**src/rtl/alu_arbiter.sv**
```systemverilog
// Two-requester front end for a single shared combinational ALU: grant, drive the ALU, hold the result.
// Define ALU_ARBITER_RR_EN for round-robin arbitration; otherwise requester 0 always wins.
module alu_arbiter #(
  parameter int N_REQ = 2
) (
  input  logic                    clk,
  input  logic                    reset,
  input  logic [N_REQ-1:0]        req_valid,
  output logic [N_REQ-1:0]        req_ready,
  input  logic [N_REQ-1:0][31:0]  req_a,
  input  logic [N_REQ-1:0][31:0]  req_b,
  input  logic [N_REQ-1:0][2:0]   req_op,
  output logic [N_REQ-1:0]        rsp_valid,
  input  logic [N_REQ-1:0]        rsp_ready,
  output logic [31:0]             rsp_y,
  output logic                    rsp_zero,
  output logic                    rsp_err,
  output logic [31:0]             alu_a,
  output logic [31:0]             alu_b,
  output logic [2:0]              alu_ctrl,
  input  logic [31:0]             alu_y,
  input  logic                    alu_zero,
  output logic [1:0]              dbg_state
);

  // Handshake: a request transfers in the cycle req_valid[i] && req_ready[i];
  // a response transfers in the cycle rsp_valid[i] && rsp_ready[i].
  typedef enum logic [1:0] {
    IDLE = 2'd0,
    EXEC = 2'd1,
    RESP = 2'd2
  } state_t;

  state_t      state_q, state_d;
  logic        g_q, g_d;
  logic [31:0] a_q, a_d;
  logic [31:0] b_q, b_d;
  logic [2:0]  op_q, op_d;
  logic [31:0] rsp_y_q, rsp_y_d;
  logic        rsp_zero_q, rsp_zero_d;
  logic        rsp_err_q, rsp_err_d;
  logic        grant;

`ifdef ALU_ARBITER_RR_EN
  logic ptr_q, ptr_d;

  // ptr_q names the requester that wins when both are valid.
  always_comb begin
    grant = 1'b0;
    if (&req_valid) grant = ptr_q;
    else            grant = ~req_valid[0];
  end

  always_ff @(posedge clk) begin
    if (reset) ptr_q <= 1'b0;
    else       ptr_q <= ptr_d;
  end
`else
  always_comb begin
    grant = ~req_valid[0];
  end
`endif

  always_ff @(posedge clk) begin
    if (reset) begin
      state_q    <= IDLE;
      g_q        <= 1'b0;
      a_q        <= '0;
      b_q        <= '0;
      op_q       <= '0;
      rsp_y_q    <= '0;
      rsp_zero_q <= 1'b0;
      rsp_err_q  <= 1'b0;
    end else begin
      state_q    <= state_d;
      g_q        <= g_d;
      a_q        <= a_d;
      b_q        <= b_d;
      op_q       <= op_d;
      rsp_y_q    <= rsp_y_d;
      rsp_zero_q <= rsp_zero_d;
      rsp_err_q  <= rsp_err_d;
    end
  end

  always_comb begin
    state_d    = state_q;
    g_d        = g_q;
    a_d        = a_q;
    b_d        = b_q;
    op_d       = op_q;
    rsp_y_d    = rsp_y_q;
    rsp_zero_d = rsp_zero_q;
    rsp_err_d  = rsp_err_q;
`ifdef ALU_ARBITER_RR_EN
    ptr_d      = ptr_q;
`endif
    req_ready  = '0;
    rsp_valid  = '0;
    alu_a      = '0;
    alu_b      = '0;
    alu_ctrl   = '0;
    case (state_q)
      IDLE: begin
        if (|req_valid) begin
          req_ready[grant] = 1'b1;
          g_d              = grant;
          a_d              = req_a[grant];
          b_d              = req_b[grant];
          op_d             = req_op[grant];
          state_d          = EXEC;
`ifdef ALU_ARBITER_RR_EN
          ptr_d            = ~grant;
`endif
        end
      end
      EXEC: begin
        alu_a      = a_q;
        alu_b      = b_q;
        alu_ctrl   = op_q;
        rsp_y_d    = alu_y;
        rsp_zero_d = alu_zero;
        rsp_err_d  = (op_q == 3'b110) || (op_q == 3'b111);
        state_d    = RESP;
      end
      RESP: begin
        // Only the granted requester's rsp_ready can release the result.
        rsp_valid[g_q] = 1'b1;
        if (rsp_ready[g_q]) state_d = IDLE;
      end
      default: state_d = IDLE;
    endcase
  end

  assign rsp_y     = rsp_y_q;
  assign rsp_zero  = rsp_zero_q;
  assign rsp_err   = rsp_err_q;
  assign dbg_state = state_q;

endmodule

```
**config.mk**
```make
export PLATFORM = sky130hd
export DESIGN_NAME = alu_arbiter
export DESIGN_NICKNAME = d
export VERILOG_FILES = /design/src/rtl/alu_arbiter.sv
export SDC_FILE = /design/constraint.sdc
export NUM_CORES = 1
export LEC_CHECK = 0
export CORE_MARGIN = 5
export CORE_UTILIZATION = 36
export CTS_BUF_LIST = sky130_fd_sc_hd__clkbuf_2 sky130_fd_sc_hd__clkbuf_4 sky130_fd_sc_hd__clkbuf_8
export DETAILED_ROUTE_END_ITERATION = 10
export PLACE_DENSITY = 0.77
export SYNTH_ARGS = -nofsm -noshare
export SYNTH_HDL_FRONTEND = slang
export SYNTH_SLANG_ARGS = --single-unit
```
**constraint.sdc**
```tcl
create_clock -name clk -period 1.5 [get_ports clk]
set_input_delay 0.225 -clock clk [delete_from_list [all_inputs] [get_ports clk]]
set_output_delay 0.225 -clock clk [all_outputs]
set_load 0.05 [all_outputs]
```
# After elaboration in Yosys (flattened, before gate mapping)
# Cells that the tools add are included.
# op_classes
n_bitwise	1
order_cmp	4
mux	21
n_eq_ne	6
reduce_logical	7
# op_table
cell	n
$mux W32	6
$mux W2	5
$mux W3	3
$eq A3 B3 Y1 const B	2
$pmux W2 S3	1
$lt A1 B2 Y1 const B	2
$mux W1	4
$ne A2 B2 Y1 const B	2
$reduce_and A2 Y1	2
$demux W1 S1	2
$eq A2 B1 Y1 const B	1
$eq A2 B2 Y1 const B	1
$ge A1 B1 Y1 const B	2
$logic_and A1 B1 Y1	2
$logic_not A2 Y1	1
$reduce_or A2 Y1	1
$logic_or A1 B1 Y1	1
$not A1 Y1	1
# totals
reg_bits	104
output_inout_bits	107
wordCells	47

# Depth between registers and ports, before layout
# logic_depth
word_depth	7
ltp_mapped	8
ltp_nobuf	3

# Worst setup path before layout
# Ideal clock, no wire load.
# synth_path
kind	register to output
start	register state_q[1], in the netlist dbg_state[1]
end	output port rsp_valid[0]
setup_slack_ps	-634
t_arrival_ps	1909
path_buffers	0
path_stages_with_launch	2
path_cell_list	dfxtp_1 > nor3b_1
# synth_between
elab_chain_len	2
# synth_rtl
element	line_no	source
start, declared	34	state_t state_q, state_d;
start signal, assigned	75	state_q <= state_d;
$eq A2 B2 Y1	103	case (state_q)
$mux W2	103	
end, declared	13	output logic [N_REQ-1:0] rsp_valid,
# No other way between the ends.

# Worst setup path after layout
# layout_path
start	register state_q[0], in the netlist dbg_state[0]
end	output port alu_b[28]
# layout_between
elab_chain_len	2
# layout_rtl
element	line_no	source
$eq A2 B1 Y1	103	
$mux W32	103	
end, declared	19	output logic [31:0] alu_b,
# No other way between the ends.

==> flow_metrics.tcl <==
set metrics [dict create \
    initial_utilization_pct 36.8 \
    synth_fp_nets 721 \
    vias_per_cell 5.14 \
    fin_util_pct 72.7 \
    fin_total_pwr_uw 8410 \
    track_usage_pct 21.5 \
    first_pass_iters 4 \
    relSlewSlack_pct 65.5 \
    use_met3_pct 6.43 \
    fin_ws_ns -0.241 \
    yosysWarnings 0 \
    grt_overflow 0 \
    synth_cells 548 \
    finalSetupViolCount 80 \
    start_kind "flop" \
    synth_cell_type_count 20 \
    hp-class "in -> reg" \
    drtAntennaViolNets 0 \
    path_cells "nor2b_4 > buf_6 > clkbuf_16 > and2_4 > buf_12" \
    port_buffers 279 \
    crit_arrival_ns 1.52 \
    syn_area_mm2 0.00489 \
    finalWeightedCongestion 0.950 \
    critical-path-top-delay-family "buffers and inverters" \
    p_per_area_mw_per_mm2 869 \
    ir_drop_mv 0.450 \
    worstPathRequired_ns 1.27 \
    synth-seq-area-share_pct 42.6 \
    clockRootBuffer "clkbuf_8" \
    wl_per_cell_um 18.9 \
    critPathBufInv 3 \
    stdcell_count 1018 \
    place_area_mm2 0.00868 \
    post-place-ws_ns -0.284 \
    cap_violations 0 \
    rr_startpoint "dbg_state[1]" \
    clkSinkCount 104 \
    met2_usage_pct 38.1 \
    place_inst 963 \
    clkLatencyLatePin_ns 0.37 \
    grt_pass1_vias 5317 \
    htree_levels 3 \
    grt_pass1_wl_mm 27.8 \
    area_growth_pct 97.9 \
    ios 280 \
    netlist_top_cells_area "dfxtp_1, mux2i_1, a21oi_1" \
    syn_area_per_cell_um2 8.92 \
    critPathLaunch "dbg_state[0]" \
    finalHoldViolCount 0 \
    yosysTopAreaCell "dfxtp_1" \
    gr-usage-met1_pct 24.0 \
    cts_tree "yes" \
    slew_viol_final 0 \
    drtIter0Drc 217 \
    die_x_um 127 \
    fmax_ghz 0.574 \
    numCtsBuffers 9 \
    cp_max_fo 7 \
    grt_max_degree 70 \
    finalCritPeriodShare_pct 116 \
    slowest_delay_ns 0.36 \
    die-area_mm2 0.0160 \
    fin_nets 1010 \
    core_mm2 0.0133 \
    clockBufferDepth 2 \
    diodes 0 \
    period_needed_ns 1.74 \
    row_count 42 \
    yosysTopAreaCellShare_pct 42.6 \
    drt_wl_total_mm 19.3 \
    grt_antenna_before_repair 0 \
    drive_gt1_share_pct 34.7 \
    leakagePower_uw 0.00394 \
    place_hpwl_mm 13.1 \
    skew_ns 0.0138 \
    rsz0062_at_grt "yes" \
    via_count 5228 \
    drc 0 \
    worstSetupEndpointType "output port" \
    die_y_um 127 \
    status "finished, violations left" \
    hp-start "reset" \
    grt_busiest_layer "met2" \
    yosys_register_bits 104 \
    clkTransAtPathRegs_ns 0.11 \
    tightest_slew_ns 0.518 \
    critPathKind "reg -> out" \
    cp_slowest_cell "dfxtp_4" \
    stdcell_area_mm2 0.00967 \
    violations "setup timing" \
]
power breakdown:
group	switching, µW	internal, µW
Combinational	1660	1810
Clock	1030	673
Sequential	170	3050
Total	2870	5540
worst min-delay path, cell delays in order:
cell	delay [ns]
buf_4	0.11
buf_12	0.23
a211oi_2	0.05
metal layers:
layer	share of wire, %	routed length (µm)
met1	39	7450
met2	51	9840
met3	7.8	1510
met4	2.5	478
met5	0	0
cells by family after synthesis:
group	after synthesis	share of synthesized area [%]
compound gates	170	22.9
buf+inv	58	5.20
flops	104	42.6
mux	68	13.9
simple gates	148	15.4
cell type report:
class	count	area (µm²)
Clock inverter	6	52.6
Tap cell	176	220
Clock buffer	10	138
Sequential cell	104	2090
Multi-Input combinational cell	386	2820
Timing Repair Buffer	336	4350
Fill cell	934	3620
state kept, by name, indices dropped and copies added, names as in the netlist:
| name | cells |
|---|---|
| b_q | 32 |
| rsp_err | 1 |
| a_q | 32 |
| rsp_y | 32 |
| rsp_zero | 1 |
| g_q | 1 |
| op_q | 3 |
| dbg_state | 2 |
through the flow:
step                setup TNS (ns)  hold slack (ns)
global placement            -10.96            0.443
detailed placement          -12.77            0.450
finish                      -15.24            0.284
CTS                         -15.48            0.282
floorplan                    -3.77            0.361
global route                -23.57            0.293
final timing paths:
path / end / slack [ns] / cells past startpoint
max: alu_b[28] / -0.24 / 5
min: a_q[20] / 0.28 / 3
max reg2reg: b_q[10] / -0.02 / 7
min reg2reg: rsp_y[4] / 0.46 / 2
cell usage in the layout, fill, tap and decap left out:
master and instances:
a211oi_1 40, a211oi_2 27, a21oi_1 100, a21oi_2 3, and2_4 69, and3b_2 1
buf_12 84, buf_16 2, buf_4 51, buf_6 11, buf_8 5, bufbuf_16 1
clkbuf_16 12, clkbuf_8 10, clkdlybuf4s50_1 170, clkinv_4 2, clkinvlp_4 2, dfxtp_1 102
dfxtp_4 2, inv_6 1, inv_8 1, mux2i_1 68, nand2_1 66, nand2_2 2
nand2b_1 1, nand3_1 1, nand3b_1 1, nor2_4 2, nor2b_4 2, nor3_1 1
nor3b_4 1, or2_2 1
synthesized netlist by cell type:
master	count
and3b_1	1
a21oi_1	103
nor3_1	1
or2_1	1
mux2i_1	68
dfxtp_1	104
a211oi_1	47
buf_6	3
nand3_1	1
nand2b_1	1
nor3b_1	1
clkbuf_1	33
nand2_1	68
nor2b_1	2
a211oi_2	20
and2_1	69
buf_1	11
nand3b_1	1
nor2_1	2
buf_2	11
timing repair:
action,CTS,global route
setup buffers,12,10
pin swaps,13,49
endpoints found under the setup margin,71,137
hold buffers,0,0
endpoints found under the hold margin,0,0
resized for setup,44,54
cloned,3,14
Power figures use the tool's default switching activity.
